--- src/rtl/si5340_cfg_sequencer.sv ---
// rtl/si5340_cfg_sequencer.sv - walks the Si5340 config ROM and issues one I2C register write per entry,
// inserting page-select writes and the post-preamble pause.
module si5340_cfg_sequencer #(
  parameter int         MEM_DEPTH    = 326,
  parameter int         MEM_WIDTH    = 24,
  parameter int         DATA_WIDTH   = 8,
  parameter logic [6:0] SLAVE_ADDR   = 7'b111_0100,
  parameter int         PAUSE_IDX    = 2,
  parameter int         PAUSE_CYCLES = 37_500_000,
  localparam int        IDX_W        = (MEM_DEPTH > 1) ? $clog2(MEM_DEPTH) : 1
) (
  input  logic                  clk_i,
  input  logic                  arstn_i,
  input  logic                  start_i,
  output logic                  mem_rd_o,
  output logic [IDX_W-1:0]      mem_addr_o,
  input  logic [MEM_WIDTH-1:0]  mem_data_i,
  output logic                  txn_valid_o,
  input  logic                  txn_ready_i,
  output logic [6:0]            txn_addr_o,
  output logic [DATA_WIDTH-1:0] txn_reg_o,
  output logic [DATA_WIDTH-1:0] txn_data_o,
  input  logic                  txn_done_i,
  input  logic                  txn_nack_i,
  output logic                  busy_o,
  output logic                  done_o,
  output logic                  err_o,
  output logic [IDX_W-1:0]      err_idx_o
);

  localparam int CNT_W = (PAUSE_CYCLES > 1) ? $clog2(PAUSE_CYCLES) : 1;

  typedef enum logic [3:0] {
    S_IDLE, S_READ, S_LATCH, S_PAGE_REQ, S_PAGE_WAIT, S_WR_REQ,
    S_WR_WAIT, S_PAUSE, S_NEXT, S_DONE, S_ERROR
  } state_e;

  state_e                  state_q;
  logic [IDX_W-1:0]        idx_q;
  logic [MEM_WIDTH-1:0]    entry_q;
  logic [DATA_WIDTH-1:0]   cur_page_q;
  logic                    page_valid_q;
  logic [CNT_W-1:0]        cnt_q;
  logic                    mem_rd_q, txn_valid_q, busy_q, done_q, err_q;
  logic [6:0]              txn_addr_q;
  logic [DATA_WIDTH-1:0]   txn_reg_q, txn_data_q;
  logic [IDX_W-1:0]        err_idx_q;

  logic [DATA_WIDTH-1:0] rom_page, rom_reg, rom_dat;
  logic [DATA_WIDTH-1:0] ent_page, ent_reg, ent_dat;

  assign rom_page = mem_data_i[3*DATA_WIDTH-1:2*DATA_WIDTH];
  assign rom_reg  = mem_data_i[2*DATA_WIDTH-1:DATA_WIDTH];
  assign rom_dat  = mem_data_i[DATA_WIDTH-1:0];
  assign ent_page = entry_q[3*DATA_WIDTH-1:2*DATA_WIDTH];
  assign ent_reg  = entry_q[2*DATA_WIDTH-1:DATA_WIDTH];
  assign ent_dat  = entry_q[DATA_WIDTH-1:0];

  assign mem_rd_o    = mem_rd_q;
  assign mem_addr_o  = idx_q;
  assign txn_valid_o = txn_valid_q;
  assign txn_addr_o  = txn_addr_q;
  assign txn_reg_o   = txn_reg_q;
  assign txn_data_o  = txn_data_q;
  assign busy_o      = busy_q;
  assign done_o      = done_q;
  assign err_o       = err_q;
  assign err_idx_o   = err_idx_q;

  always_ff @(posedge clk_i or negedge arstn_i) begin
    if (!arstn_i) begin
      state_q      <= S_IDLE;
      idx_q        <= '0;
      entry_q      <= '0;
      cur_page_q   <= '0;
      page_valid_q <= 1'b0;
      cnt_q        <= '0;
      mem_rd_q     <= 1'b0;
      txn_valid_q  <= 1'b0;
      txn_addr_q   <= '0;
      txn_reg_q    <= '0;
      txn_data_q   <= '0;
      busy_q       <= 1'b0;
      done_q       <= 1'b0;
      err_q        <= 1'b0;
      err_idx_q    <= '0;
    end else begin
      mem_rd_q <= 1'b0;
      case (state_q)
        S_IDLE, S_DONE, S_ERROR: begin
          if (start_i) begin
            state_q      <= S_READ;
            idx_q        <= '0;
            page_valid_q <= 1'b0;
            done_q       <= 1'b0;
            err_q        <= 1'b0;
            err_idx_q    <= '0;
            busy_q       <= 1'b1;
            mem_rd_q     <= 1'b1;
          end
        end
        S_READ: state_q <= S_LATCH;
        S_LATCH: begin
          entry_q     <= mem_data_i;
          txn_valid_q <= 1'b1;
          txn_addr_q  <= SLAVE_ADDR;
          if (!page_valid_q || rom_page != cur_page_q) begin
            txn_reg_q  <= DATA_WIDTH'(1);
            txn_data_q <= rom_page;
            state_q    <= S_PAGE_REQ;
          end else begin
            txn_reg_q  <= rom_reg;
            txn_data_q <= rom_dat;
            state_q    <= S_WR_REQ;
          end
        end
        S_PAGE_REQ: begin
          if (txn_ready_i) begin
            txn_valid_q <= 1'b0;
            state_q     <= S_PAGE_WAIT;
          end
        end
        S_WR_REQ: begin
          if (txn_ready_i) begin
            txn_valid_q <= 1'b0;
            state_q     <= S_WR_WAIT;
          end
        end
        S_PAGE_WAIT: begin
          if (txn_done_i) begin
            if (txn_nack_i) begin
              state_q      <= S_ERROR;
              err_q        <= 1'b1;
              err_idx_q    <= idx_q;
              page_valid_q <= 1'b0;
              busy_q       <= 1'b0;
            end else begin
              cur_page_q   <= ent_page;
              page_valid_q <= 1'b1;
              txn_valid_q  <= 1'b1;
              txn_reg_q    <= ent_reg;
              txn_data_q   <= ent_dat;
              state_q      <= S_WR_REQ;
            end
          end
        end
        S_WR_WAIT: begin
          if (txn_done_i) begin
            if (txn_nack_i) begin
              state_q      <= S_ERROR;
              err_q        <= 1'b1;
              err_idx_q    <= idx_q;
              page_valid_q <= 1'b0;
              busy_q       <= 1'b0;
            end else if (idx_q == IDX_W'(PAUSE_IDX)) begin
              cnt_q   <= CNT_W'(PAUSE_CYCLES - 1);
              state_q <= S_PAUSE;
            end else begin
              state_q <= S_NEXT;
            end
          end
        end
        // Counter runs PAUSE_CYCLES-1 down to 0, so the pause lasts exactly PAUSE_CYCLES cycles.
        S_PAUSE: begin
          if (cnt_q == '0) state_q <= S_NEXT;
          else             cnt_q   <= cnt_q - 1'b1;
        end
        S_NEXT: begin
          if (idx_q == IDX_W'(MEM_DEPTH - 1)) begin
            state_q <= S_DONE;
            done_q  <= 1'b1;
            busy_q  <= 1'b0;
          end else begin
            idx_q    <= idx_q + 1'b1;
            mem_rd_q <= 1'b1;
            state_q  <= S_READ;
          end
        end
        default: state_q <= S_IDLE;
      endcase
    end
  end

endmodule

--- config.mk ---
export PLATFORM = sky130hd
export DESIGN_NAME = si5340_cfg_sequencer
export DESIGN_NICKNAME = d
export VERILOG_FILES = /design/src/rtl/si5340_cfg_sequencer.sv
export SDC_FILE = /design/constraint.sdc
export NUM_CORES = 1
export LEC_CHECK = 0
export BUFFER_PORTS_ARGS = -buffer_cell sky130_fd_sc_hd__buf_2
export CELL_PAD_IN_SITES_DETAIL_PLACEMENT = 1
export CELL_PAD_IN_SITES_GLOBAL_PLACEMENT = 1
export CORE_AREA = 2 2 126 128
export DETAILED_ROUTE_END_ITERATION = 10
export DIE_AREA = 0 0 128 130
export GPL_ROUTABILITY_DRIVEN = 0
export PLACE_DENSITY = 0.75
export SETUP_SLACK_MARGIN = 0.4
export SYNTH_ARGS = -nofsm -noshare
export SYNTH_HDL_FRONTEND = slang
export SYNTH_SLANG_ARGS = --single-unit
--- constraint.sdc ---
create_clock -name clk_i -period 2.1 [get_ports clk_i]
set_input_delay 0.105 -clock clk_i [delete_from_list [all_inputs] [get_ports clk_i]]
set_output_delay 0.105 -clock clk_i [all_outputs]
set_load 0.02 [all_outputs]
Word level (Yosys, flattened, before mapping)
Cells that the tools add are included.
{"block": "op_classes", "n_addsub": 2, "n_eq_ne": 29, "n_mux": 52, "bitwise": 1, "n_reduce_logical": 24}
{"operator": "2-to-1 mux 26 bit", "count": 4}
{"operator": "one-hot mux 26 bit (2 select lines)", "count": 1}
{"operator": "2-to-1 mux 8 bit", "count": 6}
{"operator": "2-to-1 mux 4 bit", "count": 10}
{"operator": "2-to-1 mux 9 bit", "count": 4}
{"operator": "one-hot mux 4 bit (9 select lines)", "count": 1}
{"operator": "one-hot mux 9 bit (2 select lines)", "count": 2}
{"operator": "one-hot mux 8 bit (2 select lines)", "count": 2}
{"operator": "logical NOT 26 bit", "count": 1}
{"operator": "!= test 2 bit, second input constant", "count": 13}
{"operator": "subtractor 26 x 1 -> 26 bit, second input constant", "count": 1}
{"operator": "equality test 4 x 3 -> 1 bit, second input constant", "count": 4}
{"operator": "2-to-1 mux 1 bit", "count": 15}
{"operator": "AND reduction 5 bit", "count": 3}
{"operator": "equality test 4 bit, second input constant", "count": 3}
{"operator": "AND reduction 3 bit", "count": 4}
{"operator": "adder 9 x 1 -> 9 bit, second input constant", "count": 1}
{"operator": "equality test 9 x 2 -> 1 bit, second input constant", "count": 1}
{"operator": "equality test 9 bit, second input constant", "count": 1}
{"operator": "one-hot mux 1 bit (3 select lines)", "count": 3}
{"operator": "nonzero test 3 bit", "count": 3}
{"operator": "equality test 4 x 2 -> 1 bit, second input constant", "count": 2}
{"operator": "!= test 8 bit", "count": 1}
{"operator": "AND reduction 4 bit", "count": 2}
{"operator": "other kinds (12)", "count": 20}
{"block": "word_totals", "reg_bits": 103, "inputBits": 30, "output_inout_bits": 46, "elab_cells": 123}

Logic depth before layout (Yosys ltp)
Gate-level depths: netlist (run 1).
{"block": "depth", "ltp_word": 5, "ltp_mapped": 8, "depth_no_buf": 7}

Worst setup path before layout (run 1)
Ideal clock, no wire load.
{"block": "synth_path", "path_kind": "flip-flop to flip-flop", "start": "register idx_q[1] (netlist: mem_addr_o[1])", "end": "register cnt_q[0]", "setup_time_ns": 0.077, "arrival_time_ns": 1.918, "t_required_ns": 2.023, "slack_ns": 0.104, "path_stages_with_launch": 7, "n_path_buf": 1, "period_less_slack_ns": 1.996, "cell_sequence": "dfrtp_1 -> ha_1 -> or4b_1 -> nor3_1 -> buf_2 -> nor3_1 -> a21oi_1"}
{"block": "synth_between", "elab_chain_cells": 3}
{"element": "from (decl)", "line_no": "39", "source": "logic [IDX_W-1:0] idx_q;"}
{"element": "from (signal assigned)", "line_no": "174", "source": "idx_q <= idx_q + 1'b1;"}
{"element": "equality test 9 x 2 -> 1 bit", "line_no": "155", "source": "end else if (idx_q == IDX_W'(PAUSE_IDX)) begin"}
{"element": "!= test 2 bit (no source line)"}
{"element": "AND reduction 5 bit (no source line)"}
{"element": "to (signal assigned)", "line_no": "156", "source": "cnt_q <= CNT_W'(PAUSE_CYCLES - 1);"}
{"element": "to (signal assigned)", "line_no": "166", "source": "else cnt_q <= cnt_q - 1'b1;"}
{"element": "to (decl)", "line_no": "43", "source": "logic [CNT_W-1:0] cnt_q;"}
No other way between the ends.
A chain may end at the register's enable or synchronous reset.

Final worst setup path (run 1)
{"block": "layout_path", "start": "register cnt_q[6]", "end": "register state_q[2]"}
{"block": "layout_between", "elab_chain_cells": 3}
{"element": "logical NOT 26 bit", "line_no": "165", "source": "if (cnt_q == '0) state_q <= S_NEXT;"}
{"element": "!= test 2 bit (no source line)"}
{"element": "AND reduction 6 bit (no source line)"}
{"element": "to (signal assigned)", "line_no": "165"}
{"element": "to (signal assigned)", "line_no": "170", "source": "state_q <= S_DONE;"}
{"element": "to (signal assigned)", "line_no": "176", "source": "state_q <= S_READ;"}
{"element": "to (decl)", "line_no": "38", "source": "state_e state_q;"}
No other way between the ends.

==> summary.md, run 1 <==
| Metric | Value |
|---|---|
| Total Nets Final | 709 |
| Clk sinks | 103 |
| Largest cells by area after synthesis | dfrtp_1 (49%), mux2_2 (7.0%), nor2_1 (3.2%) |
| Num CTS Buffers | 9 |
| Post-synth top flop | dfrtp_1 |
| Synth cell count leaders | dfrtp_1 (103), nor2_1 (45), mux2_2 (33) |
| CTS tree | built |
| DR pass1 iterations | 6 |
| Required @ worst endpoint | 2.32 ns |
| Pin count of the biggest net entering global routing | 43 |
| Via density | 5.59 |
| Core area | 15400 um2 |
| # DRC | 0 |
| Initial core utilization | 0.343 |
| Cell count after placement | 774 |
| Die height | 130 um |
| Setup ws final | -0.0423 ns |
| Slowest CP cell | or4_4 |
| Sequential area share after synthesis | 0.487 |
| Yosys top cell area share | 0.487 |
| Largest delay share family, worst path | simple AND/OR/NAND/NOR gates |
| Vias in the first global route | 5212 |
| Top-count cell post-synth | dfrtp_1 |
| Grt total ovfl | 0 |
| Crit-path max FO | 4 |
| Yosys reg bits | 103 |
| Layout cells sized above 1 | 0.521 |
| Synth-to-layout area growth | 51.9% |
| CP endpoint kind | flop |
| Max-cap violations | 0 |
| Final Power | 10.3 mW |
| Detail Route Antenna Nets | 0 |
| Fin. Hold Viols | 0 |
| Worst skew pair latency | 0.37 ns |
| Row count | 46 |
| RSZ-0062 raised after global routing | true |
| Clock transition at the registers of the reported paths | 0.08 ns |
| Status | finished with violations |
| Worst hold slack | 0.0154 ns |
| Peak supply drop | 721 uV |
| Final Util | 0.521 |
| Critical path type | flop to flop |
| CTS root buf | clkbuf_16 |
| DR vias | 4878 |
| Initial antenna violation count | 1 |
| Fmax | 467 MHz |
| Global-route wire length before repair | 29400 um |
| Yosys top cell by area | dfrtp_1 |
| Ys Warns | 0 |
| Dpl hpwl | 10600 um |
| Yosys cell types | 69 |
| Fraction of registers with async set or reset after synthesis | 1.00 |
| Leak | 3.44 nW |
| Crit path cell chain | nor4_2, nand2_1, or4_4, o211ai_1, o21ai_1 |
| Tcrit/Tclk final | 1.02 |
| Setup-failing EPs final | 2 |
| Hold Path Class | input pin to flop |
| Die area | 16600 um2 |
| Cell Area, Synth | 5290 um2 |
| EDFF count, synth | 0 |
| Worst EP arrival | 2.37 ns |
| CP startpoint kind | flop |
| Avg WL per Cell | 22.2 um |
| Max clock buf depth | 2 |
| FF-to-FF setup slack | -0.04 ns |
| Total GRT Usage | 0.229 |
| CP bufs+invs | 0 |
| Die X | 128 um |
| Max-slew violation count | 0 |
| H-tree Lvls | 3 |
| # IOs | 76 |
| Final min period | 2.14 ns |
| Antenna diodes | 0 |
| CP max stage delay | 0.55 ns |
| Gate Count Post-Synth | 495 |
| PwrDens | 1280 nW/um2 |
| WL final | 19300 um |
| Port Buffers | 72 |
| DR iter-0 viols | 200 |
| Post-Syn Area per Cell | 10.7 um2 |
| Non-Filler Instances | 872 |
| Setup tns final | -0.0595 ns |
| Failing checks | negative setup slack |
| Clk_skew | 0.00881 ns |
-- per-layer routing --
layer	global-route usage	up-vias	part of all wire
met5	0	-	0
met4	0.0983	0	0.030
met3	0.0303	43	0.028
met2	0.418	115	0.54
met1	0.273	2537	0.41
li1	-	2183	-
-- registers in the layout (all words and copies together) (netlist names) --
name and flops:
err_idx_o 9, cur_page_q 8, txn_valid_o 1, mem_rd_o 1
cnt_q 26, busy_o 1, mem_addr_o 9, state_q 4
err_o 1, page_valid_q 1, entry_q 24, txn_addr_o 1
done_o 1, txn_reg_o 8, txn_data_o 8
-- layout make-up --
cell class	instances	area, um2
tap	192	240
fill	1628	7390
clock buffer	9	225
timing repair buffer	196	1620
sequential	103	2590
multi-input combinational	355	3260
inverter	10	37.5
clock inverter	7	55.1
-- cell families (layout without fill, tap and decap cells) --
family | Yosys count | count (layout) | share of synthesized area
xor gates and xnor gates | 23 | 23 | 0.0381
buffers and inverters | 42 | 222 | 0.0371
muxes | 48 | 48 | 0.0988
adders and majority gates | 4 | 4 | 0.00946
AOI/OAI and AO/OA | 90 | 91 | 0.122
and+or+nand+nor | 184 | 186 | 0.206
other | 1 | 3 | 0.000709
DFF | 103 | 103 | 0.487
-- stage by stage --
step	instance area (um2)	setup slack, ns
4_1_cts	7730	0.0321
3_3_place_gp	6330	0.0535
3_5_place_dp	6330	-0.0619
2_1_floorplan	5610	0.107
6_report	8040	-0.0423
5_1_grt	8040	-0.127
-- worst paths after layout --
path	endpoint	depth (start not counted)	start
setup / recovery	state_q[2]	5	cnt_q[6]
hold / removal	entry_q[1]	2	mem_data_i[1]
setup reg to reg	state_q[2]	5	cnt_q[6]
hold reg to reg	page_valid_q	1	page_valid_q
max in group asynchronous	txn_reg_o[0]	3	arstn_i
min in group asynchronous	cnt_q[8]	2	arstn_i
-- report_power, final --
group          internal (mW)  switching [mW]
registers               2.65           0.613
clock network          0.816           0.857
logic                   2.70            2.69
-- timing repair --
action | 4_1_cts | 5_1_grt
gates cloned | 6 | 0
pin swaps | 51 | 21
hold buffers | 14 | 0
buffers inserted | 54 | 8
setup endpoints to repair | 100 | 103
gates resized for setup | 94 | 52
endpoints found under the hold margin | 39 | 0
-- placed cells by master, fill, tap and decap left out, types with 7 or more instances in the layout --
cell / instances
nor2_4: 12
dlygate4sd3_1: 14
a221oi_2: 8
nand4_1: 22
buf_2: 71
mux2i_1: 12
inv_1: 7
nand3_1: 17
mux2_2: 8
xnor2_1: 8
dfrtp_1: 92
a21bo_2: 10
buf_4: 71
buf_12: 12
a31oi_1: 8
o21ai_0: 8
nor2_1: 29
xor2_1: 13
clkbuf_16: 9
dfrtp_2: 11
nand2_1: 22
a21oi_1: 10
o21ai_1: 8
mux2_4: 25
or4_4: 7
buf_6: 24
Note: power is estimated with default switching activity, not from simulation.
==> run 2, diff against run 1 <==
--- a/config.mk
+++ b/config.mk
@@ -17,3 +17,4 @@
 export SYNTH_ARGS = -nofsm -noshare
 export SYNTH_HDL_FRONTEND = slang
 export SYNTH_SLANG_ARGS = --single-unit
+export TNS_END_PERCENT = 100
==> constraint.sdc (replaced) <==
create_clock -name clk_i -period 2.1 [get_ports clk_i]
set_input_delay 0.42 -clock clk_i [delete_from_list [all_inputs] [get_ports clk_i]]
set_output_delay 0.42 -clock clk_i [all_outputs]
set_load 0.02 [all_outputs]
==> run 2 against run 1 <==
- hold slack improved by 0.060 ns
- the run still ends with negative setup slack left
- die area is the same
- combinational power up 9.3%
- sequential share of layout area fell by 0.96 points
- global-route usage fell by 1.4 points
==> summary.md, run 2 (same netlist as run 1, synthesis figures left out) <==
| Metric | Value |
|---|---|
| Status | finished with violations |
| Failing checks | negative setup slack |
| Setup ws final | -0.0944 ns |
| FF-to-FF setup slack | -0.09 ns |
| CP startpoint kind | flop |
| Layout cells sized above 1 | 0.576 |
| Die area | 16600 um2 |
| Power Internal | 6.68 mW |
| PwrDens | 1350 nW/um2 |
| Final min period | 2.19 ns |
| DR pass1 iterations | 5 |
| Global-route wire length before repair | 28100 um |
| Worst EP arrival | 2.42 ns |
| Via density | 5.72 |
| Worst slew margin | 0.575 |
| WL final | 21000 um |
| Initial core utilization | 0.343 |
| Clock transition at the registers of the reported paths | 0.08 ns |
| Fmax | 456 MHz |
| Max clock buf depth | 2 |
| Worst-Margin Slew | 0.637 ns |
| Sequential share of power | 0.297 |
| Largest Register | cnt_q |
| Worst skew pair latency | 0.37 ns |
| R2R cell count | 8 |
| Setup-failing EPs final | 4 |
| Max reg flops | 26 |
| Die height | 130 um |
| Required @ worst endpoint | 2.32 ns |
| Crit Reg-Reg Startpoint | state_q[0] |
| Clk_skew | 0.0130 ns |
| CTS tree | built |
| Avg WL per Cell | 24.0 um |
| Total GRT Usage | 0.216 |
| Grt total ovfl | 0 |
| Crit-path max FO | 5 |
| Vias in the first global route | 5295 |
| Synth-to-layout area growth | 56.5% |
| DR iter-0 viols | 261 |
| CP max stage delay | 0.44 ns |
| Clock share of power | 0.176 |
| Dpl hpwl | 10600 um |
| Crit path cell chain | buf_6, nand4b_1, buf_4, nor3_4, nand4_1, buf_4, o31ai_4, nand3_1 |
| DR vias | 5006 |
| Worst hold slack | 0.0752 ns |
| Worst setup path endpoint | cnt_q[19] |
| # DRC | 0 |
| Tcrit/Tclk final | 1.04 |
| Total Nets Final | 711 |
| Largest registers | cnt_q (26), entry_q (24) |
| Num CTS Buffers | 9 |
| Sw Pwr | 4.49 mW |
| Reg2Reg Capture Point | cnt_q[19] |
| Cell count after placement | 771 |
| H-tree Lvls | 3 |
| Max-slew violation count | 0 |
| Initial antenna violation count | 0 |
| Commonest cells after routing, fill and taps aside | dfrtp_1 (92), buf_4 (74), buf_2 (71) |
| Die X | 128 um |
| Worst Setup SP | state_q[0] |
| Hold Path Class | input pin to async pin |
| CTS root buf | clkbuf_16 |
| Sw frac | 0.402 |
| Final Power | 11.2 mW |
| Peak supply drop | 575 uV |
| Pin count of the biggest net entering global routing | 44 |
| Worst path most repeated cell | buf_4 |
| CP endpoint kind | flop |
| # IOs | 76 |
| Slowest CP cell | dfrtp_1 |
| Fin. Hold Viols | 0 |
| Detail Route Antenna Nets | 0 |
| Non-Filler Instances | 875 |
| Commonest non-fill, non-tap cell in the layout | dfrtp_1 |
| Port Buffers | 72 |
| Comb pwr share | 0.527 |
| Leak | 3.57 nW |
| Core area | 15400 um2 |
| Max-cap violations | 0 |
| RSZ-0062 raised after global routing | true |
| Row count | 46 |
| Clk sinks | 103 |
| Critical path type | flop to flop |
-- run 2: cell types whose count changed in the layout (fill, tap and decap cells not counted), sizes merged --
cell,before,now
dlygate4sd3,14,0
inv,12,13
buf,182,197
diode,0,1
clkbuf,9,10
bufinv,0,2
clkinvlp,4,1
-- run 2: repair_timing --
action,4_1_cts,5_1_grt
hold buffers,0,0
resized for setup,87,117
endpoints found under the setup margin,90,102
pin swaps,37,44
cloned,7,3
setup buffers,50,27
-- run 2: worst max-delay path, delay by kind of cell (launching register included) --
family / cells / cell delay, ns
AND/OR/NAND/NOR: 4 / 0.78
buffers and inverters: 3 / 0.64
AO/OA/AOI/OAI: 1 / 0.19
flip-flops: 1 / 0.44
-- run 2: how the worst min path moves through the flow --
stage / cells past startpoint / start / to
finish: 1 / arstn_i / state_q[0]
global route: 1 / arstn_i / done_o
CTS: 1 / arstn_i / cnt_q[8]
detailed placement: 1 / err_idx_o[5] / err_idx_o[5]
global placement: 1 / arstn_i / cnt_q[9]
floorplan: 0 / arstn_i / busy_o
-- run 2: power by group through the flow --
stage	sequential (mW)	clock, mW	combinational [mW]
2_1_floorplan	3.29	0	2.43
3_3_place_gp	3.09	0	3.39
3_5_place_dp	3.16	0	3.54
4_1_cts	3.13	1.95	4.72
5_1_grt	3.37	2.05	6.20
6_report	3.32	1.96	5.89
-- run 2: per-stage QoR --
stage	util	setup slack, ns	TNS [ns]	instance area, um2
4_1_cts	0.490	0.0316	0	7560
5_1_grt	0.537	-0.207	-0.964	8280
2_1_floorplan	-	0.107	0	5620
3_5_place_dp	0.409	-0.0151	-0.0297	6310
3_3_place_gp	0.409	0.0539	0	6310
6_report	0.537	-0.0944	-0.212	8280
-- run 2: layer usage --
| layer | wire length [um] | share of wire | GRT usage | vias to the layer above |
|---|---|---|---|---|
| li1 | - | - | - | 2193 |
| met1 | 8490 | 0.40 | 0.253 | 2604 |
| met2 | 11200 | 0.53 | 0.406 | 158 |
| met3 | 649 | 0.031 | 0.0320 | 51 |
| met4 | 724 | 0.034 | 0.0698 | 0 |
| met5 | 0 | 0 | 0 | - |
-- run 2: area by class of cell --
cell class | count | area [um2]
Clock inverter | 7 | 113
Tap cell | 192 | 240
Timing Repair Buffer | 198 | 1640
Clock buffer | 9 | 225
Fill cell | 1613 | 7140
Sequential cell | 103 | 2590
Inverter | 10 | 40.0
Multi-Input combinational cell | 355 | 3430
Antenna cell | 1 | 2.50
==> run 3, diff against run 2 <==
--- a/config.mk
+++ b/config.mk
@@ -12,7 +12,7 @@
 export DETAILED_ROUTE_END_ITERATION = 10
 export DIE_AREA = 0 0 128 130
 export GPL_ROUTABILITY_DRIVEN = 0
-export PLACE_DENSITY = 0.75
+export PLACE_DENSITY = 0.72
 export SETUP_SLACK_MARGIN = 0.4
 export SYNTH_ARGS = -nofsm -noshare
 export SYNTH_HDL_FRONTEND = slang
==> constraint.sdc (replaced) <==
create_clock -name clk_i -period 2.6 [get_ports clk_i]
set_input_delay 0.52 -clock clk_i [delete_from_list [all_inputs] [get_ports clk_i]]
set_output_delay 0.52 -clock clk_i [all_outputs]
set_load 0.02 [all_outputs]
==> run 3 against run 2 <==
- the flow now finishes without violations
- final cell count shrank 11%
- utilization shrank 12 points
- wire length decreased by 33%
- cell area fell by 23%
- via count is 15% lower
- combinational power down 58%
- clock power fell by 32%
- highest routed layer unchanged
==> summary.md, run 3 (same netlist as run 1, synthesis figures left out) <==
| Metric | Value |
|---|---|
| Clk_skew | 0.00915 ns |
| DR pass1 iterations | 5 |
| Slowest CP cell | or4_4 |
| Commonest non-fill, non-tap cell in the layout | dfrtp_1 |
| Placed instance area | 5930 um2 |
| Via density | 5.46 |
| Hold Path Class | input pin to async pin |
| DR iter-0 viols | 165 |
| Initial antenna violation count | 0 |
| CTS tree | built |
| # IOs | 76 |
| PwrDens | 1000 nW/um2 |
| Commonest cells after routing, fill and taps aside | dfrtp_1 (98), buf_2 (71), nor2_1 (45) |
| Avg WL per Cell | 18.1 um |
| Total GRT Usage | 0.173 |
| CTS root buf | clkbuf_16 |
| FF-to-FF setup slack | 0.47 ns |
| Fill count | 1741 |
| Critical path type | flop to flop |
| Clock transition at the registers of the reported paths | 0.08 ns |
| Peak supply drop | 471 uV |
| Fmax | 469 MHz |
| Max-cap violations | 0 |
| Dpl hpwl | 9800 um |
| Port Buffers | 72 |
| Fin. Hold Viols | 0 |
| Worst slew margin | 0.525 |
| DR vias | 4237 |
| GR Layer Usage met2 | 0.312 |
| Max-slew violation count | 0 |
| Antenna diodes | 0 |
| Vias in the first global route | 4472 |
| Setup-failing EPs final | 0 |
| Final Instance Area | 6370 um2 |
| Pin count of the biggest net entering global routing | 41 |
| Final Power | 6.37 mW |
| Die height | 130 um |
| Status | finished clean |
| Total Nets Final | 613 |
| GR Util met3 | 0.0254 |
| Largest Register | cnt_q |
| Setup tns final | 0 ns |
| Tcrit/Tclk final | 0.820 |
| Initial core utilization | 0.343 |
| Max clock buf depth | 2 |
| Layout cells sized above 1 | 0.342 |
| Met1 Use GR | 0.212 |
| Crit-path max FO | 6 |
| Global-route wire length before repair | 22900 um |
| Worst EP arrival | 2.40 ns |
| Grt total ovfl | 0 |
| Leak | 2.63 nW |
| Num CTS Buffers | 9 |
| Clk sinks | 103 |
| Row count | 46 |
| Final min period | 2.13 ns |
| # DRC | 0 |
| CP endpoint kind | flop |
| CP startpoint kind | flop |
| Crit path cell chain | or4_4, nor3_4, nand4_1, or3_1, a21oi_1 |
| H-tree Lvls | 3 |
| CP max stage delay | 0.57 ns |
| Detail Route Antenna Nets | 0 |
| Core area | 15400 um2 |
| Max reg flops | 26 |
| Worst skew pair latency | 0.35 ns |
| Synth-to-layout area growth | 20.4% |
| Die area | 16600 um2 |
| Worst-Margin Slew | 0.710 ns |
| WL final | 14100 um |
| Busiest grt layer | met2 |
| Die X | 128 um |
| RSZ-0062 raised after global routing | true |
| Post-CTS Hold Fix Bufs | 0 |
| Largest registers | cnt_q (26), entry_q (24) |
| Required @ worst endpoint | 2.87 ns |
-- run 3: cell types whose count changed in the layout (fill, tap and decap cells not counted), moves of 9 or more --
| cell | previous run | this run |
|---|---|---|
| mux2_4 | 34 | 0 |
| buf_6 | 40 | 1 |
| buf_4 | 74 | 30 |
| nor2_4 | 16 | 0 |
| buf_12 | 10 | 1 |
| nor2_1 | 27 | 45 |
| mux2_2 | 0 | 33 |
| o21ai_0 | 6 | 15 |
-- run 3: stage by stage --
stage                     worst slack [ns]  instances   util  hold slack, ns
after floorplan                      0.604        497      -           0.224
after global placement               0.393        751  0.384           0.473
after detailed placement             0.187        751  0.384           0.473
after CTS                            0.396        767  0.405           0.142
after global routing                 0.328        776  0.413           0.161
final                                0.467        776  0.413           0.130
-- run 3: worst paths after layout --
path / to / depth (start not counted) / start
min reg2reg: err_idx_o[2] / 1 / err_idx_o[2]
max: cnt_q[17] / 5 / cnt_q[4]
min: busy_o / 1 / arstn_i
max reg2reg: cnt_q[17] / 5 / cnt_q[4]
max in group asynchronous: err_idx_o[2] / 2 / arstn_i
min in group clk_i: entry_q[9] / 2 / mem_data_i[9]
-- run 3: layout make-up --
type	instances	area, um2	share of cell area
multi-input cells	352	2610	0.410
clock inverters	7	62.6	0.00982
repair buffers	103	612	0.0960
inverters	10	37.5	0.00589
clock buffers	9	225	0.0353
flip-flops and latches	103	2580	0.405
well taps	192	240	0.0377
-- run 3: per-layer routing --
metal,wire [um],share of wire
met5,0,0
met4,244,0.017
met3,414,0.029
met2,7430,0.53
met1,5980,0.43
-- run 3: timing repair --
action / in CTS / in global routing
setup buffers: 0 / 9
endpoints found under the hold margin: 0 / 0
pin swaps: 0 / 7
resized for setup: 7 / 15
setup endpoints to repair: 24 / 39
-- run 3: power breakdown --
part           internal [mW]  total [mW]  switching [mW]
Sequential              2.14        2.59           0.449
Clock                  0.672        1.33           0.659
Combinational           1.07        2.45            1.38
-- run 3: worst max-delay path, delay by kind of cell (launching register included) --
family          cells  cell delay [ns]
simple gates        4             1.44
flops               1             0.44
compound gates      1             0.17
